<file path="src/rtl/pipe_ctrl_pkg.sv">
// Shared types and constants for the pipeline control unit and its md timer.
package pipe_ctrl_pkg;

  typedef enum logic [1:0] {
    SEQ     = 2'd0,
    HANDLER = 2'd1,
    EPC     = 2'd2
  } pc_sel_e;

  typedef enum logic {
    MD_IDLE = 1'b0,
    MD_BUSY = 1'b1
  } md_state_e;

  // Exception handler entry; the PC mux selects it when PC_sel is HANDLER.
  localparam logic [31:0] EXC_VEC = 32'h0000_4180;

endpackage

</file>
<file path="src/rtl/md_timer.sv">
// Multi-cycle multiply/divide occupancy timer: busy for N cycles after an accepted start.
module md_timer
  import pipe_ctrl_pkg::*;
#(
  parameter int unsigned MULT_CYCLES = 5,
  parameter int unsigned DIV_CYCLES  = 10
) (
  input  logic clk,
  input  logic reset,
  input  logic start,
  input  logic div,
  output logic busy
);

  localparam int unsigned MaxCycles = (DIV_CYCLES > MULT_CYCLES) ? DIV_CYCLES : MULT_CYCLES;
  localparam int unsigned CntW      = $clog2(MaxCycles + 1);

  md_state_e             state_q, state_d;
  logic [CntW-1:0]       md_cnt_q, md_cnt_d;

  always_ff @(posedge clk or negedge reset) begin
    if (!reset) begin
      state_q  <= MD_IDLE;
      md_cnt_q <= '0;
    end else begin
      state_q  <= state_d;
      md_cnt_q <= md_cnt_d;
    end
  end

  // A start seen while already busy is dropped; the decoder should never issue one.
  always_comb begin
    state_d  = state_q;
    md_cnt_d = md_cnt_q;
    unique case (state_q)
      MD_IDLE: begin
        if (start) begin
          md_cnt_d = div ? CntW'(DIV_CYCLES) : CntW'(MULT_CYCLES);
          state_d  = MD_BUSY;
        end
      end
      MD_BUSY: begin
        md_cnt_d = md_cnt_q - CntW'(1);
        if (md_cnt_q == CntW'(1)) begin
          state_d = MD_IDLE;
        end
      end
    endcase
  end

  assign busy = (state_q == MD_BUSY) | start;

endmodule

</file>
<file path="src/rtl/pipe_ctrl.sv">
// Five-stage pipeline control: stage enables/flushes, PC select, exception request,
// md busy tracking and saturating stall/exception counters.
module pipe_ctrl
  import pipe_ctrl_pkg::*;
#(
  parameter int unsigned MULT_CYCLES = 5,
  parameter int unsigned DIV_CYCLES  = 10,
  parameter int unsigned CNT_W       = 32
) (
  input  logic             clk,
  input  logic             reset,
  input  logic             D_hazard,
  input  logic             D_md_use,
  input  logic             E_md_start,
  input  logic             E_md_div,
  input  logic             M_bus_wait,
  input  logic             M_exc,
  input  logic             D_eret,
  input  logic             D_nullify,
  output logic             PC_en,
  output logic [1:0]       PC_sel,
  output logic             F2D_en,
  output logic             D2E_en,
  output logic             E2M_en,
  output logic             M2W_en,
  output logic             F2D_flush,
  output logic             D2E_flush,
  output logic             req,
  output logic             md_busy,
  output logic [CNT_W-1:0] stall_cnt,
  output logic [15:0]      exc_cnt
);

  logic             md_start;
  logic             stall_cycle;
  logic             exc_cycle;
  pc_sel_e          pc_sel;
  logic [CNT_W-1:0] stall_cnt_q;
  logic [15:0]      exc_cnt_q;

  // E2M_en is low only in FREEZE and req only in EXC, so this equals E_md_start & E2M_en & ~req
  // without routing the start back through the priority logic that consumes md_busy.
  assign md_start = E_md_start & ~M_bus_wait & ~M_exc;

  md_timer #(
    .MULT_CYCLES (MULT_CYCLES),
    .DIV_CYCLES  (DIV_CYCLES)
  ) u_md_timer (
    .clk   (clk),
    .reset (reset),
    .start (md_start),
    .div   (E_md_div),
    .busy  (md_busy)
  );

  always_comb begin
    PC_en       = 1'b1;
    pc_sel      = SEQ;
    F2D_en      = 1'b1;
    D2E_en      = 1'b1;
    E2M_en      = 1'b1;
    M2W_en      = 1'b1;
    F2D_flush   = 1'b0;
    D2E_flush   = 1'b0;
    req         = 1'b0;
    stall_cycle = 1'b0;
    exc_cycle   = 1'b0;
    if (M_exc) begin
      req       = 1'b1;
      pc_sel    = HANDLER;
      exc_cycle = 1'b1;
    end else if (M_bus_wait) begin
      PC_en       = 1'b0;
      F2D_en      = 1'b0;
      D2E_en      = 1'b0;
      E2M_en      = 1'b0;
      M2W_en      = 1'b0;
      stall_cycle = 1'b1;
    end else if (D_hazard | (D_md_use & md_busy)) begin
      PC_en       = 1'b0;
      F2D_en      = 1'b0;
      D2E_flush   = 1'b1;
      stall_cycle = 1'b1;
    end else begin
      if (D_eret) begin
        pc_sel = EPC;
      end
      F2D_flush = D_eret | D_nullify;
    end
  end

  assign PC_sel = pc_sel;

  always_ff @(posedge clk or negedge reset) begin
    if (!reset) begin
      stall_cnt_q <= '0;
      exc_cnt_q   <= '0;
    end else begin
      if (stall_cycle && (stall_cnt_q != '1)) begin
        stall_cnt_q <= stall_cnt_q + CNT_W'(1);
      end
      if (exc_cycle && (exc_cnt_q != '1)) begin
        exc_cnt_q <= exc_cnt_q + 16'd1;
      end
    end
  end

  assign stall_cnt = stall_cnt_q;
  assign exc_cnt   = exc_cnt_q;

endmodule

</file>
<file path="config.mk">
export PLATFORM = sky130hd
export DESIGN_NAME = pipe_ctrl
export DESIGN_NICKNAME = d
export VERILOG_FILES = /design/src/rtl/pipe_ctrl_pkg.sv /design/src/rtl/md_timer.sv /design/src/rtl/pipe_ctrl.sv
export SDC_FILE = /design/constraint.sdc
export NUM_CORES = 1
export LEC_CHECK = 0
export CORE_ASPECT_RATIO = 1.2
export CORE_MARGIN = 5
export CORE_UTILIZATION = 40
export CTS_BUF_LIST = sky130_fd_sc_hd__clkbuf_2
export DETAILED_ROUTE_END_ITERATION = 16
export PLACE_DENSITY = 0.64
export SLEW_MARGIN = 25
export SYNTH_ARGS = -nofsm -noshare
export SYNTH_HDL_FRONTEND = slang
export SYNTH_SLANG_ARGS = --single-unit
</file>
<file path="constraint.sdc">
create_clock -name clk -period 2.8 [get_ports clk]
set_clock_uncertainty 0.05 [all_clocks]
set_input_delay 0.7 -clock clk [delete_from_list [all_inputs] [get_ports clk]]
set_output_delay 0.7 -clock clk [all_outputs]
set_load 0.02 [all_outputs]
</file>
; Word level (Yosys, flattened, before mapping)
; Index checks and enable logic that the tools add are counted.
; W data, S select, Z words.
[word_totals]
out_inout_bits = 59
inputBits = 10
ff_bits = 53
[op_classes]
n_addsub = 3
reduce_logical = 2
n_eq_ne = 4
bitwise_logic = 9
muxes = 24
[ops]
columns = cell, count
row1 = $add A32 B1 Y32 const B, 1
row2 = $ne A32 B32 Y1 const B, 1
row3 = $add A16 B1 Y16 const B, 1
row4 = $mux W1, 16
row5 = $ne A16 B16 Y1 const B, 1
row6 = $mux W2, 4
row7 = $mux W4, 2
row8 = $pmux W4 S2, 1
row9 = $eq A4 B1 Y1 const B, 1
row10 = $sub A4 B1 Y4 const B, 1
row11 = $and A1 B1 Y1, 3
row12 = $not A1 Y1, 3
row13 = $or A1 B1 Y1, 3
row14 = $logic_and A1 B1 Y1, 2
row15 = $ne A2 B1 Y1 const B, 1
row16 = $pmux W1 S2, 1

; Longest topological paths before layout
; Gate-level depths: netlist of the first run.
[depth]
ltp_word = 10
depth_mapped = 7
depth_no_buf = 6

; Modules after synthesis
; A second synthesis of the first run with hierarchy kept.
[unflattened]
hier_cells = 252
area_unflattened_um2 = 2736.4
[modules_own_cells]
columns = mod, cells_each, n_inst, area_per_inst_um2
row1 = pipe_ctrl, 221, 1, 2439.8
row2 = md_timer, 31, 1, 296.5

; Worst setup path before layout of the first run
; No wires, ideal clock.
[synth_timing]
path_type = input port to output port
from = in M_exc
to = out PC_sel[1]
required_time_ns = 2.050
arrival_ns = 1.977
setup_slack_ns = 0.073
path_stages = 6
cell_sequence = clkbuf_8 > nor2_1 > a21oi_1 > inv_1 > a21oi_1 > and3_1
[synth_via]
elab_chain_cells = 8
[synth_rtl]
columns = item, line
row1 = "start, declared", pipe_ctrl.sv:17  ; input logic M_exc,
row2 = $not A1 Y1, pipe_ctrl.sv:43  ; assign md_start = E_md_start & ~M_bus_wait & ~M_exc;
row3 = $and A1 B1 Y1, pipe_ctrl.sv:43
row4 = $or A1 B1 Y1, md_timer.sv:51  ; assign busy = (state_q == MD_BUSY) | start;
row5 = named net md_busy, pipe_ctrl.sv:29  ; output logic md_busy,
row6 = $and A1 B1 Y1, pipe_ctrl.sv:79  ; end else if (D_hazard | (D_md_use & md_busy)) begin
row7 = $or A1 B1 Y1, pipe_ctrl.sv:79
row8 = $mux W2, pipe_ctrl.sv:79
row9 = $mux W2, pipe_ctrl.sv:72  ; end else if (M_bus_wait) begin
row10 = $mux W2, pipe_ctrl.sv:68  ; if (M_exc) begin
row11 = "end, declared", pipe_ctrl.sv:21  ; output logic [1:0] PC_sel,
; The timed path passes the listed nets, and every way through them passes these cells.

; Worst setup path in the final report of the first run
[layout_timing]
from = in M_bus_wait
to = out F2D_flush
[layout_via]
elab_chain_cells = 9
[layout_rtl]
columns = item, line
row1 = "start, declared", pipe_ctrl.sv:16  ; input logic M_bus_wait,
row2 = $not A1 Y1, pipe_ctrl.sv:43
row3 = $and A1 B1 Y1 (2 in series), pipe_ctrl.sv:43
row4 = $or A1 B1 Y1, md_timer.sv:51
row5 = $and A1 B1 Y1, pipe_ctrl.sv:79
row6 = $or A1 B1 Y1, pipe_ctrl.sv:79
row7 = $mux W1, pipe_ctrl.sv:79
row8 = $mux W1 *, pipe_ctrl.sv:72
row9 = $mux W1 *, pipe_ctrl.sv:68
row10 = "end, declared", pipe_ctrl.sv:26  ; output logic F2D_flush,
; Every way passes the cells marked *; elsewhere a longest branch is shown, timed or not.

==> results.toml, run 1 <==
[placed_design]
dp_cells = 400
io_buffers = 68
dpl.hpwl_um = 4240
gp_congestion = 0.747
placed_area_mm2 = 0.00344

[floorplan]
die_h_um = 99.2
fp.coreArea_mm2 = 0.00645
die_w_um = 84.3
fp.dieArea_mm2 = 0.00836
start_util = 0.411
io_pins = 69
rows = 32

[clock_network]
clkTransAtPathRegs_ns = 0.25
cts_buffers = 5
clk_latency_ns = 0.42
cts_tree = "yes"
clock_sinks = 53
clock-root-buffer = "clkbuf_2"
cts_buffer_depth = 2
cts.htree.levels = 2

[grt]
grt_max_degree = 28
grt_pass1_wl_um = 9540
grt_use_total = 0.139
grt_use_met3 = 0.0414
met2_usage = 0.225
grt_pass1_vias = 2027
antenna_found_initial = 0
use_met1 = 0.181
grt_remaining_overflow = 0
grt_busiest_layer = "met2"

[cells_and_area]
fin_nets = 337
finalNonFillerCells = 409
finish.instance_area_mm2 = 0.00348
area_delta_synth_final_pct = 31.3
antennaDiodeCount = 0
drive_above_1_share = 0.108
final_util = 0.540

[critical_path]
crit_path_cell_trace = "clkdlybuf4s50_1 -> nor2_1 -> a21oi_1 -> inv_1 -> a21oi_2 -> o211a_1 -> buf_2"
cp-start-kind = "input port"
critical_path_required_ns = 2.05
reg2reg_slack_ns = 0.75
max_stage_delay_ns = 0.47
r2r_start = "stall_cnt[0]"
crit_slowest_cell = "clkdlybuf4s50_1"
worstRegToRegCells = 6
arrival_ns = 1.97
cp_num_buf_inv = 3
path_max_fanout = 3
end_kind = "primary output"
crit_type = "input port to primary output"
cp.depth = 7
worstSetupStartpoint = "M_bus_wait"
rr_endpoint = "stall_cnt[26]"
endpoint = "F2D_flush"
critPathTopFamily = "buffers and inverters"

[routing]
drt_wl_total_um = 5630
vias = 2027
drt_first_pass_iters = 4
via_per_inst = 4.96
wl_per_cell_um = 13.8
first_iter_violations = 34
ant_nets = 0
drc = 0

[sta]
max_freq_ghz = 0.367
setup_violations = 0
maxSlewViolCount = 0
post-route-period-util = 0.973
finalHoldViolCount = 0
grt_setup_unrepaired = "false"
tightest_slew_ns = 0.479
relSlewSlack = 0.679
min_period_ns = 2.72
totalNegativeSetupSlack_ns = 0

[synthesis]
synth-edff-count = 0
synth.avg_cell_area_um2 = 10.8
netlist_instances = 246
ys_dominant_reg_cell = "dfrtp_1"
syn_nets = 260
synth_cell_types = 40
async_flop_share = 1.00
synth_seq_area_share = 0.500
yosys.area.top_type = "dfrtp_1"
synth.top_cells.by_area = "dfrtp_1 50%, xnor2_1 10%, xor2_1 5.0%"
yosysTopAreaCellShare = 0.500
ys_ff_latch = 53
syn_area_mm2 = 0.00265
ys.warnings.count = 0

[power_and_ir_drop]
ir_drop_mv = 0.496
power.leakage_uw = 0.00155
power.density_mw_per_mm2 = 610
finalPower_uw = 2120

[run]
drv_cap = 0

[outcome]
status = "finished, final reports clean"

[min_path]
hp-start = "exc_cnt[13]"
hold_path.class = "flop to flop"
## layout by cell type (no fill, tap or decap), drive strengths merged, types with 2 or more instances in the layout
cell type,netlist,layout
a211oi,2,2
a21oi,2,2
and2,5,5
and3,10,10
and4,4,4
buf,8,14
clkbuf,2,6
clkdlybuf4s50,0,57
clkinv,0,3
dfrtp,53,53
dlygate4sd2,0,6
ha,4,4
inv,8,8
mux2,2,2
nand2,19,19
nand2b,2,2
nand3,16,16
nand4,18,18
nor2,22,22
nor3,6,6
o21ai,4,4
xnor2,31,31
xor2,15,15
## cell usage after synthesis (3+ instances only)
library cell,instances
and3_1,10
dfrtp_1,53
nor2_1,22
inv_1,8
ha_1,4
and4_1,3
and2_1,3
nand3_1,15
nand2_1,19
xor2_1,15
buf_4,6
xnor2_1,31
nand4_1,18
nor3_1,5
## cell families after synthesis
group / Yosys count / synth area share
AND/OR/NAND/NOR: 105 / 0.218
XOR/XNOR: 46 / 0.152
flip-flops: 53 / 0.500
adder cells (fa/ha/maj): 4 / 0.0189
multiplexers: 3 / 0.0123
buffers and inverters: 18 / 0.0434
AO/OA/AOI/OAI: 17 / 0.0552
## flip-flops by register name (all words and copies together), names as in the netlist
register             cells
exc_cnt                 16
stall_cnt               32
u_md_timer.md_cnt_q      4
u_md_timer.state_q       1
## power by group
group          switching (µW)  total [µW]  internal, µW
Clock                     228         283          54.8
Combinational             370         761           391
Sequential                177        1080           901
## metrics by stage
stage                     setup slack [ns]  hold slack, ns
after floorplan                     0.0733           0.354
after global placement              -0.427           0.431
after detailed placement            -0.444           0.442
after CTS                         0.000168           0.472
after global routing                0.0213           0.495
final                               0.0767           0.459
## layout make-up
class / count / area (µm²)
Fill cell: 603 / 2970
Inverter: 8 / 30.0
Clock buffer: 5 / 25.0
Clock inverter: 3 / 12.5
Multi-Input combinational cell: 175 / 1210
Timing Repair Buffer: 80 / 767
Tap cell: 85 / 106
Sequential cell: 53 / 1330
## repair_timing
action,in CTS,in global routing
setup buffers,0,0
endpoints found under the hold margin,8,0
hold buffers,1,0
endpoints found under the setup margin,9,3
pin swaps,0,3
gates resized for setup,18,4
## metal layers
layer	part of all wire	vias up
met5	0	-
met4	0.0060	0
met3	0.063	4
met2	0.47	57
met1	0.46	964
li1	-	1002
## worst min path at each step
stage / to / slack (ns) / cells past startpoint
2_1_floorplan: exc_cnt[0] / 0.35 / 0
3_5_place_dp: stall_cnt[30] / 0.44 / 1
5_1_grt: stall_cnt[31] / 0.49 / 1
4_1_cts: exc_cnt[13] / 0.47 / 1
3_3_place_gp: exc_cnt[15] / 0.43 / 1
6_report: exc_cnt[13] / 0.46 / 1
Note: power is estimated with default switching activity, not from simulation.
==> run 2: changes to the inputs <==
Settings changed: CAP_MARGIN set to 0, PLACE_DENSITY 0.64 to 0.68, TNS_END_PERCENT set to 100.
==> run 2 against run 1 <==
Net effect: sequential power barely moved; via count rose by 3.3%; final area rose by 2.9%; clock power rose by 2%; largest cell class unchanged; highest routed layer is now met5.
==> results.toml, run 2 (synthesized netlist as in run 1, its figures left out) <==
[critical_path]
path_max_fanout = 6
end_kind = "flop"
r2r_start = "u_md_timer.state_q"
worstRegToRegCells = 14
reg2reg_slack_ns = 0.12
crit_type = "input port to flop"
critical_path_required_ns = 3.09
cp-start-kind = "input port"
rr_endpoint = "u_md_timer.md_cnt_q[2]"
arrival_ns = 3.06

[power_and_ir_drop]
p_seq_frac = 0.479
switching_share = 0.366
finalPower_uw = 2260
power.leakage_uw = 0.00161
power.density_mw_per_mm2 = 630
pwr-share-clk = 0.129
p_switching_uw = 826
ir_drop_mv = 0.487
p_int_uw = 1430
combPwrFrac = 0.393

[routing]
first_iter_violations = 69
via_per_inst = 4.98
vias = 2093
ant_nets = 0
drt_wl_total_um = 5980
drc = 0
wl_per_cell_um = 14.2
drt_first_pass_iters = 4

[min_path]
hold_path.class = "input port to async pin"

[sta]
grt_setup_unrepaired = "false"
totalNegativeSetupSlack_ns = 0
tightest_slew_ns = 0.644
setup_violations = 0
finalHoldViolCount = 0
worst_slack_ns = 0.0281
max_freq_ghz = 0.361
post-route-period-util = 0.990
maxSlewViolCount = 0
min_period_ns = 2.77
relSlewSlack = 0.571

[cells_and_area]
layout_common_cells = "55 x clkdlybuf4s50_1, 53 x dfrtp_1, 31 x xnor2_1"
largest_register_ffs = 32
fin_nets = 349
area_delta_synth_final_pct = 35.1
drive_above_1_share = 0.152
final_common_cell = "clkdlybuf4s50_1"
antennaDiodeCount = 0
finalNonFillerCells = 420
final_util = 0.556
fillers = 593

[grt]
grt_pass1_wl_um = 10200
met2_usage = 0.258
grt_max_degree = 29
grt_busiest_layer = "met2"
antenna_found_initial = 1
grt_use_met3 = 0.0539
grt_remaining_overflow = 0
use_met1 = 0.172
grt_use_total = 0.149
grt_pass1_vias = 2231

[placed_design]
gp_congestion = 0.745
io_buffers = 68
dp_cells = 402
dpl.hpwl_um = 4330
pre_cts_ws_ns = -0.523

[floorplan]
die_h_um = 99.2
fp.coreArea_mm2 = 0.00645
fp.dieArea_mm2 = 0.00836
rows = 32
start_util = 0.411
io_pins = 69
die_w_um = 84.3

[clock_network]
cts_buffers = 5
clock-root-buffer = "clkbuf_2"
clk_latency_ns = 0.44
cts.htree.levels = 2
cts_tree = "yes"
clkTransAtPathRegs_ns = 0.25
clock_sinks = 53
cts_buffer_depth = 2
cts_hold_buf = 0

[outcome]
status = "finished, final reports clean"

[run]
drv_cap = 0
[run 2: cell types whose count changed in the layout (fill, tap and decap cells not counted), moves of 2 or more]
cell             delta
clkdlybuf4s50_1     -2
buf_4              +12
dlygate4sd2_1       +2
buf_2               +2
[run 2: cell type report]
type	count	area, µm²	share of cell area
Multi-Input combinational cell	175	1220	0.342
Inverter	8	30.0	0.00839
Clock buffer	5	25.0	0.00699
Tap cell	85	106	0.0297
Sequential cell	53	1330	0.370
Timing Repair Buffer	92	858	0.240
Clock inverter	2	11.3	0.00314
[run 2: through the flow]
stage                     hold slack (ns)  cell area, µm²
after floorplan                     0.354            2650
after global placement              0.421            3470
after detailed placement            0.430            3470
after CTS                           0.202            3570
after global routing                0.199            3580
final                               0.191            3580
[run 2: power by group through the flow]
stage,registers [µW],logic [µW],clock network [µW]
3_5_place_dp,1090,794,0
2_1_floorplan,1160,350,0
6_report,1080,886,290
3_3_place_gp,1090,776,0
5_1_grt,1110,969,333
4_1_cts,1080,886,305
[run 2: layer usage]
layer	part of all wire	up-vias
met5	0.0012	-
met3	0.067	12
met1	0.43	1007
li1	-	1022
met2	0.49	50
met4	0.016	2
[run 2: critical path, stage by stage]
cell and delay (ns):
dlygate4sd2_1 0.26, nor2_2 0.17, a21oi_2 0.09, buf_4 0.15, buf_4 0.12, buf_4 0.12, buf_4 0.12, buf_4 0.12
buf_4 0.12, buf_4 0.12, buf_4 0.12, buf_4 0.12, buf_4 0.12, buf_4 0.12, buf_4 0.15, a221o_1 0.34
[run 2: worst max path at each step]
stage,depth (start not counted),to,slack [ns],start
CTS,5,F2D_en,0.07,D_md_use
global route,16,u_md_timer.md_cnt_q[2],0.004,M_exc
floorplan,6,PC_sel[1],0.07,M_exc
global placement,7,PC_sel[1],-0.51,M_bus_wait
finish,16,u_md_timer.md_cnt_q[2],0.03,M_exc
detailed placement,7,F2D_flush,-0.52,M_bus_wait
[run 2: timing repair]
item / 4_1_cts / 5_1_grt
gates resized for setup: 24 / 2
setup buffers: 11 / 0
pin swaps: 2 / 0
endpoints found under the setup margin: 9 / 5
